$ cat src/rtl/gpio_cmd_controller.sv
// GPIO command decoder: synchronises and debounces a 32-bit {payload, channel, opcode} word,
// executes each accepted command once and completes it with a request/acknowledge handshake.
module gpio_cmd_controller #(
    parameter int NCH        = 2,
    parameter int DATA_W     = 32,
    parameter int CNT_W      = 16,
    parameter int DAC_W      = 14,
    parameter int STABLE_CYC = 2,
    parameter int PULSE_LEN  = 1
) (
    input  logic                    clk,
    input  logic                    RESET_in,
    input  logic [31:0]             SELECT_in,
    input  logic [NCH*DATA_W-1:0]   DATA_in,
    input  logic [NCH*CNT_W-1:0]    DATAcnt_in,
    output logic [DATA_W-1:0]       GPIO_out,
    output logic                    _RESET_out,
    output logic [NCH-1:0]          DATAread_out,
    output logic                    SLEAP_out,
    output logic [DAC_W-1:0]        ANALOG_out,
    output logic [NCH*DAC_W-1:0]    TRGLEVEL_out,
    output logic                    ACK_out,
    output logic                    ERR_out
);

    localparam int CH_W = (NCH > 1) ? $clog2(NCH) : 1;
    localparam int SC_W = $clog2(STABLE_CYC + 1);
    localparam int PL_W = (PULSE_LEN > 1) ? $clog2(PULSE_LEN) : 1;

    localparam logic [7:0] OP_START = 8'h01;
    localparam logic [7:0] OP_INQ   = 8'h02;
    localparam logic [7:0] OP_READ  = 8'h04;
    localparam logic [7:0] OP_STOP  = 8'h08;
    localparam logic [7:0] OP_DAC   = 8'h10;
    localparam logic [7:0] OP_TRG   = 8'h20;

    typedef enum logic [1:0] {ST_IDLE, ST_EXEC, ST_HOLD} state_e;

    logic [31:0]                  s1_q, s2_q;
    logic [SC_W-1:0]              stab_q, stab_d;
    logic                         stable;

    state_e                       state_q, state_d;
    logic [PL_W-1:0]              pcnt_q, pcnt_d;
    logic                         exec_read_q, exec_read_d;
    logic                         exec_start_q, exec_start_d;
    logic [CH_W-1:0]              cmd_ch_q, cmd_ch_d;
    logic                         sleap_q, sleap_d;
    logic [DAC_W-1:0]             analog_q, analog_d;
    logic [NCH-1:0][DAC_W-1:0]    trg_q, trg_d;
    logic                         err_q, err_d;
    logic                         rb_cnt_q, rb_cnt_d;
    logic [CH_W-1:0]              rb_ch_q, rb_ch_d;

    logic [7:0]                   op;
    logic [7:0]                   ch_raw;
    logic [DAC_W-1:0]             pl;
    logic                         cmd_ok;

    // NOTE: sequential state uses non-blocking assignments so every flop samples pre-edge values.
    always_ff @(posedge clk or posedge RESET_in) begin
        if (RESET_in) begin
            s1_q   <= '0;
            s2_q   <= '0;
            stab_q <= '0;
        end else begin
            s1_q   <= SELECT_in;
            s2_q   <= s1_q;
            stab_q <= stab_d;
        end
    end

    // Any change arriving at s2 restarts the stability window; otherwise count up and saturate.
    always_comb begin
        stab_d = stab_q;
        if (s1_q != s2_q)
            stab_d = '0;
        else if (!stable)
            stab_d = stab_q + 1'b1;
    end

    assign stable = (stab_q == SC_W'(STABLE_CYC));
    assign op     = s2_q[7:0];
    assign ch_raw = s2_q[15:8];
    assign pl     = s2_q[16 +: DAC_W];

    always_comb begin
        case (op)
            OP_START, OP_STOP, OP_DAC: cmd_ok = 1'b1;
            OP_INQ, OP_READ, OP_TRG:   cmd_ok = (ch_raw < 8'(NCH));
            default:                   cmd_ok = 1'b0;
        endcase
    end

    always_ff @(posedge clk or posedge RESET_in) begin
        if (RESET_in) begin
            state_q      <= ST_IDLE;
            pcnt_q       <= '0;
            exec_read_q  <= 1'b0;
            exec_start_q <= 1'b0;
            cmd_ch_q     <= '0;
            sleap_q      <= 1'b1;
            analog_q     <= '0;
            trg_q        <= '0;
            err_q        <= 1'b0;
            rb_cnt_q     <= 1'b0;
            rb_ch_q      <= '0;
        end else begin
            state_q      <= state_d;
            pcnt_q       <= pcnt_d;
            exec_read_q  <= exec_read_d;
            exec_start_q <= exec_start_d;
            cmd_ch_q     <= cmd_ch_d;
            sleap_q      <= sleap_d;
            analog_q     <= analog_d;
            trg_q        <= trg_d;
            err_q        <= err_d;
            rb_cnt_q     <= rb_cnt_d;
            rb_ch_q      <= rb_ch_d;
        end
    end

    // NOTE: every next-state signal takes its hold value first, so no path can infer a latch.
    always_comb begin
        state_d      = state_q;
        pcnt_d       = pcnt_q;
        exec_read_d  = exec_read_q;
        exec_start_d = exec_start_q;
        cmd_ch_d     = cmd_ch_q;
        sleap_d      = sleap_q;
        analog_d     = analog_q;
        trg_d        = trg_q;
        err_d        = err_q;
        rb_cnt_d     = rb_cnt_q;
        rb_ch_d      = rb_ch_q;

        unique case (state_q)
            ST_IDLE: begin
                if (stable && op != 8'h00) begin
                    // Register effects land on the same edge the EXEC strobes start.
                    state_d      = ST_EXEC;
                    pcnt_d       = '0;
                    exec_read_d  = cmd_ok && (op == OP_READ);
                    exec_start_d = (op == OP_START);
                    cmd_ch_d     = ch_raw[CH_W-1:0];
                    err_d        = !cmd_ok;
                    if (cmd_ok) begin
                        case (op)
                            OP_START: sleap_d = 1'b1;
                            OP_STOP:  sleap_d = 1'b0;
                            OP_DAC:   analog_d = pl;
                            OP_INQ: begin
                                rb_cnt_d = 1'b1;
                                rb_ch_d  = ch_raw[CH_W-1:0];
                            end
                            OP_READ: begin
                                rb_cnt_d = 1'b0;
                                rb_ch_d  = ch_raw[CH_W-1:0];
                            end
                            OP_TRG: begin
                                for (int k = 0; k < NCH; k++)
                                    if (ch_raw[CH_W-1:0] == CH_W'(k))
                                        trg_d[k] = pl;
                            end
                            default: ;
                        endcase
                    end
                end
            end
            ST_EXEC: begin
                if (pcnt_q == PL_W'(PULSE_LEN - 1))
                    state_d = ST_HOLD;
                else
                    pcnt_d = pcnt_q + 1'b1;
            end
            ST_HOLD: begin
                if (stable && op == 8'h00)
                    state_d = ST_IDLE;
            end
            default: state_d = ST_IDLE;
        endcase
    end

    always_comb begin
        DATAread_out = '0;
        for (int k = 0; k < NCH; k++)
            DATAread_out[k] = (state_q == ST_EXEC) && exec_read_q && (cmd_ch_q == CH_W'(k));
    end

    always_comb begin
        GPIO_out = '0;
        for (int k = 0; k < NCH; k++)
            if (rb_ch_q == CH_W'(k))
                GPIO_out = rb_cnt_q ? DATA_W'(DATAcnt_in[k*CNT_W +: CNT_W])
                                    : DATA_in[k*DATA_W +: DATA_W];
    end

    assign _RESET_out   = !((state_q == ST_EXEC) && exec_start_q);
    assign SLEAP_out    = sleap_q;
    assign ANALOG_out   = analog_q;
    assign TRGLEVEL_out = trg_q;
    assign ACK_out      = (state_q == ST_HOLD);
    assign ERR_out      = err_q;

endmodule

$ cat config.mk
export PLATFORM = sky130hd
export DESIGN_NAME = gpio_cmd_controller
export DESIGN_NICKNAME = d
export VERILOG_FILES = /design/src/rtl/gpio_cmd_controller.sv
export SDC_FILE = /design/constraint.sdc
export NUM_CORES = 1
export LEC_CHECK = 0
export BUFFER_PORTS_ARGS = -buffer_cell sky130_fd_sc_hd__buf_2
export CAP_MARGIN = 30
export CORE_ASPECT_RATIO = 2
export CORE_MARGIN = 5
export CORE_UTILIZATION = 40
export DETAILED_ROUTE_END_ITERATION = 12
export GPL_TIMING_DRIVEN = 0
export PLACE_DENSITY = 0.78
export SLEW_MARGIN = 20
export SYNTH_ARGS = -nofsm -noshare
export SYNTH_HDL_FRONTEND = slang
export SYNTH_SLANG_ARGS = --single-unit
$ cat constraint.sdc
create_clock -name clk -period 6.83 [get_ports clk]
set_input_delay 0 -clock clk [delete_from_list [all_inputs] [get_ports clk]]
set_output_delay 0 -clock clk [all_outputs]
set_load 0.02 [all_outputs]
==> results of run 1 <==
registers in the layout (all words and copies together), names as in the netlist:
signal	flops
ANALOG_out	14
TRGLEVEL_out	28
rb_cnt_q	1
exec_start_q	1
stab_q	2
SLEAP_out	1
exec_read_q	1
ERR_out	1
rb_ch_q	1
state_q	2
s1_q	32
s2_q	32
cmd_ch_q	1
stage by stage:
stage | power (µW) | setup WS, ns | util | cell area [µm²]
2_1_floorplan | 797 | 3.73 | - | 4870
3_3_place_gp | 859 | 2.79 | 0.506 | 6100
3_5_place_dp | 865 | 4.00 | 0.509 | 6130
4_1_cts | 1770 | 3.98 | 0.586 | 7060
5_1_grt | 1810 | 3.85 | 0.586 | 7060
6_report | 1760 | 3.99 | 0.586 | 7060
placed cells by master, fill, tap and decap left out, drive strengths merged, types with 2 or more instances in the layout:
| cell | count |
|---|---|
| nor2b | 3 |
| and3 | 2 |
| xor2 | 3 |
| nor2 | 22 |
| nor3 | 3 |
| nor4 | 7 |
| nand2 | 12 |
| nand4 | 10 |
| mux4 | 16 |
| clkbuf | 24 |
| nand3 | 3 |
| xnor2 | 32 |
| a21oi | 3 |
| a211o | 2 |
| clkinv | 7 |
| mux2i | 16 |
| dlygate4sd3 | 33 |
| diode | 2 |
| inv | 6 |
| dfrtp | 116 |
| mux2 | 43 |
| bufinv | 3 |
| buf | 222 |
| clkinvlp | 2 |
| o31ai | 2 |
| o21ai | 5 |
worst max-delay path: stages (launching register included):
cell,delay [ns]
dfrtp_1,0.38
inv_1,0.06
ha_1,0.24
nor3b_2,0.33
a21bo_2,0.29
nor4_2,0.57
buf_2,0.45
mux2_2,0.40
where the power goes:
group	leakage (µW)	switching, µW	internal (µW)	total (µW)
sequential	0.00148	17.7	713	731
combinational	0.00175	65.5	70.8	136
clock	0.000293	308	581	889
per-layer routing:
layer	GRT usage	vias up	wire, µm
li1	-	1707	-
met1	0.188	1805	4410
met2	0.377	200	8280
met3	0.0889	27	1930
met4	0.102	0	473
met5	0	-	0
worst max path at each step:
stage	endpoint	slack, ns
CTS	TRGLEVEL_out[5]	3.98
global placement	ANALOG_out[6]	2.79
finish	TRGLEVEL_out[4]	3.99
floorplan	ANALOG_out[0]	3.73
detailed placement	TRGLEVEL_out[2]	4.00
global route	TRGLEVEL_out[4]	3.85
cells by family after synthesis:
family / share of synthesized area
and+or+nand+nor: 0.0748
DFF: 0.602
adders and majority gates: 0.00257
AOI/OAI and AO/OA: 0.0219
xor gates and xnor gates: 0.0630
buffers and inverters: 0.0219
muxes: 0.214
cell type report:
type	instances	area [µm²]	area share
clock buffer	19	443	0.0627
clock inverter	13	156	0.0221
inverter	5	23.8	0.00337
antenna	2	5.00	0.000708
tap	147	184	0.0260
sequential	117	2930	0.415
multi-input combinational	193	1830	0.259
timing repair buffer	243	1400	0.199
buffer	17	87.6	0.0124
repair_timing:
item,in CTS,in global routing
resized for setup,0,0
hold buffers,33,0
endpoints found under the setup margin,0,0
hold endpoints to repair,83,0
==> impl_results.md, run 1 <==
* DR iter-0 viols at 115
* EDFF count, synth at 0
* Worst-Margin Slew at 0.833 ns
* CTS tree: done
* Area contributors post-synth: dfrtp_1 (60%), mux2_2 (7.6%), mux4_2 (7.4%)
* Post-DP HPWL at 11.6 mm
* Reg-to-Reg End: TRGLEVEL_out[4]
* Final Net Count at 725
* Total Neg Setup Slack at 0 ns
* Full die area at 14600 µm²
* CTS Buffer Depth at 2
* Worst VDD drop at 0.319 mV
* Asr flop ratio synth at 1.00
* Initial core utilization at 0.404
* Hold WC Path Type: input port to asynchronous set/reset pin
* Site Rows at 57
* Mapped Cells at 332
* Synthesis warning total at 0
* Cell area after synthesis at 4870 µm²
* Final setup fails at 0
* Setup Buffers After CTS at 0
* Worst R2R Path Depth at 7
* GR Overflow Total at 0
* Post-synthesis sequential area ratio at 0.602
* # fillers at 957
* Sink Count at 117
* Initial antenna violation count at 2
* Min cycle time layout at 2.84 ns
* Clk_skew at 0.00581 ns
* Placed insts at 689
* Die Ht at 166 µm
* Worst path required time at 7.11 ns
* Port Buf Inserts at 209
* Via density at 4.95
* Status: completed
* Cell Pwr Density at 249 nW/µm²
* Layout cells sized above 1 at 0.522
* Max-cap violations at 0
* Cell taking the most area after synthesis: dfrtp_1
* Crit path from: stab_q[0]
* Clk_lat worst skew at 0.41 ns
* Relative slew slack at 0.445
* Pleak at 0.00352 µW
* Final hold viol count at 0
* Startpoint Class: flop
* Die width at 88 µm
* Wire per inst at 20.0 µm
* RSZ-0062 raised after global routing: no
* Synth Flop Type: dfrtp_1
* Max frequency at 353 MHz
* Crit-path max FO at 10
* Worst setup EP type: flop
* Most instantiated cells after synthesis: dfrtp_1 (116), mux2_2 (33), xnor2_1 (32)
* Final Cycle Share at 0.415
* GRT Overall Usage at 0.208
* Top-count cell post-synth: dfrtp_1
* Global-route wire length before repair at 22.1 mm
* CTS buffer count at 17
* GPL Wtd Cong at 0.875
* Clk slew on worst S/H paths at 0.05 ns
* Htree depth at 4
* Area Growth Syn to Fin at 45.1%
* Worst Hold Margin at 0.131 ns
* Core ar. at 12100 µm²
* Routed Antenna Nets at 0
* Arrival time worst endpoint at 3.12 ns
* Ports at 210
* Mean area per synthesized cell at 14.7 µm²
* Largest net degree at the start of global routing at 81
* Post-synth cell types at 38
* Post-route DRC at 0
* Layout Cells excl Fill at 756
* Slew Limit Fails at 0
* Syn Nets at 463
* R2R Setup Slk at 3.99 ns
* DRT Pass-1 Iters at 4
* Synth top area share at 0.596
* CTS Root Cell: clkbuf_16
* Vias in the first global route at 4106
* Via count at 3739
* Final Routed Wirelength at 15.1 mm
* Flops & latches, synth at 117
* RR Startpoint: stab_q[0]
* CP Class: flop to flop
No activity file was read; power rests on OpenSTA's default activity.
==> run 2: changes to the inputs <==
- clock period: 6.83 -> 2.7 ns (I/O delays scaled with it)
==> impl_results.md, run 2 (same netlist as run 1, synthesis figures left out) <==
* Global-route wire length before repair at 23.5 mm
* Site Rows at 57
* Combinational share of power at 0.079
* Die Ht at 166 µm
* GR Overflow Total at 0
* Final hold viol count at 0
* Worst path required time at 2.99 ns
* CP Class: flop to flop
* Reg-to-Reg End: TRGLEVEL_out[18]
* Worst setup path endpoint: TRGLEVEL_out[18]
* # fillers at 925
* Seq pwr share at 0.410
* Initial antenna violation count at 3
* Max-cap violations at 0
* Max frequency at 385 MHz
* Final setup fails at 0
* Clk_skew at 0.0121 ns
* DRT Pass-1 Iters at 4
* Clock power share at 0.511
* Total Neg Setup Slack at 0 ns
* Worst R2R Path Depth at 8
* Crit path depth at 8
* Final Net Count at 727
* R2R Setup Slk at 0.10 ns
* Routed wl met2 at 9.02 mm
* Port Buf Inserts at 209
* Cell Pwr Density at 632 nW/µm²
* Core ar. at 12100 µm²
* Max Used Layer: met4
* Crit path from: stab_q[0]
* Largest net degree at the start of global routing at 36
* Relative slew slack at 0.492
* Clk_lat worst skew at 0.41 ns
* GPL Wtd Cong at 0.875
* Hold WC Path Type: input port to asynchronous set/reset pin
* Critical Path Slowest Stage Cell: or4_4
* Worst setup EP type: flop
* Met1 WL at 4.49 mm
* Wire per inst at 20.9 µm
* Ports at 210
* DR iter-0 viols at 98
* Most frequent cells in the layout: buf_2 (212), dfrtp_1 (116), mux2_2 (33), dlygate4sd3_1 (33), xnor2_1 (32)
* Die width at 88 µm
* Slew Limit Fails at 0
* Min cycle time layout at 2.60 ns
* Met3 WL at 1.92 mm
* Worst path top cell family by delay: simple AND/OR/NAND/NOR gates
* Full die area at 14600 µm²
* Via count at 3823
* Startpoint Class: flop
* Layout Cells excl Fill at 759
* Most frequent CP cell: buf_6
* Worst VDD drop at 0.797 mV
* CTS Root Cell: clkbuf_16
* CTS buffer count at 17
* Final Routed Wirelength at 15.9 mm
* Clk slew on worst S/H paths at 0.06 ns
* Pleak at 0.00355 µW
* Via density at 5.04
* Switching portion of total power at 0.225
* Vias in the first global route at 4247
* Arrival time worst endpoint at 2.88 ns
* Layout cells sized above 1 at 0.527
* RR Startpoint: stab_q[0]
* CTS Buffer Depth at 2
* Final Cycle Share at 0.961
* Sink Count at 117
* Crit-path cells: inv_1, ha_1, nor3b_2, a21bo_2, or4_4, buf_6, buf_6, mux2_4
* Final total power at 4510 µW
* Htree depth at 4
* Post-route DRC at 0
* RSZ-0062 raised after global routing: no
* Area Growth Syn to Fin at 46.7%
* Psw at 1020 µW
* Cell Int Power at 3500 µW
* CTS tree: done
* Worst Hold Margin at 0.184 ns
* Worst-Margin Slew at 0.762 ns
* Leading cell type in the layout, fill and taps excluded: buf_2
* Crit-path max cell delay at 0.49 ns
* Initial core utilization at 0.404
* Placed insts at 691
* GRT Overall Usage at 0.220
* Crit-path max FO at 10
* Routed Antenna Nets at 0
* Status: completed
* Buf/Inv on CP at 3
* Post-DP HPWL at 12.1 mm
-- run 2: metrics by stage --
| stage | setup slack (ns) | utilization | area, µm² |
|---|---|---|---|
| final | 0.105 | 0.593 | 7140 |
| after floorplan | 0.410 | - | 4870 |
| after detailed placement | -0.126 | 0.511 | 6160 |
| after CTS | 0.00445 | 0.592 | 7130 |
| after global placement | -0.123 | 0.506 | 6100 |
| after global routing | 0.0242 | 0.593 | 7140 |
-- run 2: tightest hold or removal path, stage by stage --
cell           delay (ns)
dlygate4sd3_1        0.54
buf_2                0.14
clkinvlp_4           0.34
-- run 2: power groups by stage --
stage	registers [µW]	logic, µW	clock network (µW)
after floorplan	1870	151	0
after global placement	1880	301	0
after detailed placement	1880	318	0
after CTS	1850	357	2340
after global routing	1860	386	2430
final	1850	356	2310
-- run 2: area by class of cell --
| type | instances | area [µm²] | area share |
|---|---|---|---|
| clock inverter | 13 | 171 | 0.0240 |
| clock buffer | 19 | 453 | 0.0634 |
| inverter | 5 | 22.5 | 0.00315 |
| timing repair buffer | 245 | 1440 | 0.201 |
| antenna | 3 | 7.51 | 0.00105 |
| sequential | 117 | 2930 | 0.410 |
| multi-input combinational | 193 | 1840 | 0.258 |
| tap | 147 | 184 | 0.0258 |
| buffer | 17 | 97.6 | 0.0137 |
-- run 2: how the worst min path moves through the flow --
stage                             start       end  slack, ns  cells after the start
after global routing           RESET_in   s1_q[1]       0.22                      3
final                          RESET_in   s1_q[1]       0.18                      3
after detailed placement       RESET_in  s1_q[15]       0.06                      2
after CTS                      RESET_in  s1_q[12]       0.16                      3
after global placement    SELECT_in[21]  s1_q[21]       0.11                      1
after floorplan            SELECT_in[0]   s1_q[0]       0.03                      0
-- run 2: routing by layer --
metal  up-vias  GRT usage
met4         0      0.103
met1      1887      0.188
met2       199      0.420
li1       1714          -
met3        23     0.0849
met5         -          0
-- run 2: timing repair --
item,in CTS,in global routing
endpoints found under the setup margin,12,10
setup buffers,0,0
resized for setup,3,2
hold buffers,33,0
gates cloned,0,0
hold endpoints to repair,79,0
==> run 3: changes to the inputs <==
- CORE_ASPECT_RATIO: 2 -> not set
- clock period: 2.7 -> 2.48 ns (I/O delays scaled with it)
==> impl_results.md, run 3 (same netlist as run 1, synthesis figures left out) <==
* Status: completed
* Largest net degree at the start of global routing at 29
* GR Overflow Total at 0
* Post-route DRC at 0
* Max-cap violations at 0
* Crit-path max cell delay at 0.54 ns
* Placed insts at 692
* Slew Limit Fails at 0
* Vias in the first global route at 4090
* Buf/Inv on CP at 2
* Core ar. at 12000 µm²
* Final Net Count at 730
* Placed Instance Area at 6190 µm²
* Area Growth Syn to Fin at 47.4%
* Site Rows at 40
* Final total power at 4810 µW
* Leading cell type in the layout, fill and taps excluded: buf_2
* Routed Antenna Nets at 0
* Initial antenna violation count at 3
* Arrival time worst endpoint at 2.63 ns
* Relative slew slack at 0.507
* Via count at 3757
* CTS tree: done
* Clk slew on worst S/H paths at 0.06 ns
* Most frequent cells in the layout: buf_2 (214), dfrtp_1 (116), mux2_2 (33), dlygate4sd3_1 (33), xnor2_1 (32)
* DR iter-0 viols at 131
* Global-route wire length before repair at 22.3 mm
* CTS buffer count at 17
* Post-DP HPWL at 11.3 mm
* CP Class: flop to flop
* Crit-path cells: nor4_4, nand2_2, or4_4, buf_6, buf_6, mux2_4
* Final Cycle Share at 0.944
* Clk_skew at 0.00914 ns
* Worst path required time at 2.77 ns
* Most frequent CP cell: buf_6
* Port Buf Inserts at 209
* Wire per inst at 19.3 µm
* Critical Path Slowest Stage Cell: or4_4
* Post-Route Utilization at 0.600
* Die width at 120 µm
* Final instance area at 7170 µm²
* Htree depth at 4
* CTS Root Cell: clkbuf_16
* Worst setup EP type: flop
* Full die area at 14500 µm²
* Multi-input gate area at 1870 µm²
* DRT Pass-1 Iters at 4
* GPL Wtd Cong at 0.929
* Min cycle time layout at 2.34 ns
* Final setup fails at 0
* Die Ht at 120 µm
* Register area at 2930 µm²
* Final Routed Wirelength at 14.7 mm
* Worst VDD drop at 0.620 mV
* Initial core utilization at 0.407
* GRT Overall Usage at 0.204
* CTS Buffer Depth at 2
* Final hold viol count at 0
* Layout Cells excl Fill at 762
* Pleak at 0.00357 µW
* Clk_lat worst skew at 0.41 ns
* Worst-Margin Slew at 0.739 ns
* RSZ-0062 raised after global routing: no
* # fillers at 918
* Sink Count at 117
* Ports at 210
* Via density at 4.93
* Cell Pwr Density at 670 nW/µm²
* Layout cells sized above 1 at 0.533
* Crit-path max FO at 10
* Startpoint Class: flop
* Worst path top cell family by delay: simple AND/OR/NAND/NOR gates
* Max frequency at 427 MHz
* Hold WC Path Type: input port to asynchronous set/reset pin
[run 3: metal layers]
metal	wire, µm	part of all wire	track usage
met1	4770	0.32	0.199
met2	8270	0.56	0.380
met3	1120	0.076	0.0617
met4	551	0.037	0.115
met5	0	0	0
[run 3: worst min-delay path: stages]
cell and delay [ns]:
dlygate4sd3_1 0.53, buf_2 0.13, clkinvlp_4 0.30
[run 3: where the power goes]
| group | switching, µW | internal, µW | total (µW) |
|---|---|---|---|
| logic | 182 | 204 | 386 |
| registers | 48.9 | 1960 | 2010 |
| clock network | 868 | 1540 | 2410 |
| total | 1100 | 3710 | 4810 |
[run 3: worst paths after layout]
| path | startpoint | end | slack, ns | cells past startpoint |
|---|---|---|---|---|
| setup reg to reg | s2_q[3] | TRGLEVEL_out[21] | 0.14 | 6 |
| hold reg to reg | s1_q[23] | s2_q[23] | 0.39 | 0 |
| setup / recovery | s2_q[3] | TRGLEVEL_out[21] | 0.14 | 6 |
| max in group asynchronous | RESET_in | ANALOG_out[9] | 1.25 | 7 |
| hold / removal | RESET_in | s2_q[26] | 0.15 | 3 |
| min in group clk | SELECT_in[15] | s1_q[15] | 0.23 | 2 |
[run 3: through the flow]
step | setup TNS (ns) | worst slack, ns | hold WS, ns
2_1_floorplan | 0 | 0.190 | 0.0314
3_3_place_gp | -5.03 | -0.472 | 0.109
3_5_place_dp | -5.34 | -0.477 | 0.0342
4_1_cts | 0 | 0.0382 | 0.145
5_1_grt | 0 | 0.0333 | 0.198
6_report | 0 | 0.138 | 0.153
[run 3: cell type report]
cell class / instances / share of cell area
Clock inverter: 13 / 0.0202
Multi-Input combinational cell: 193 / 0.260
Antenna cell: 3 / 0.00105
Tap cell: 147 / 0.0256
Buffer: 17 / 0.0124
Inverter: 5 / 0.00314
Clock buffer: 19 / 0.0631
Timing Repair Buffer: 248 / 0.206
Sequential cell: 117 / 0.408
[run 3: repair_timing]
| action | CTS | global route |
|---|---|---|
| pin swaps | 1 | 0 |
| setup buffers | 2 | 0 |
| resized for setup | 4 | 3 |
| hold buffers | 33 | 0 |
| hold endpoints to repair | 68 | 0 |
| setup endpoints to repair | 34 | 16 |
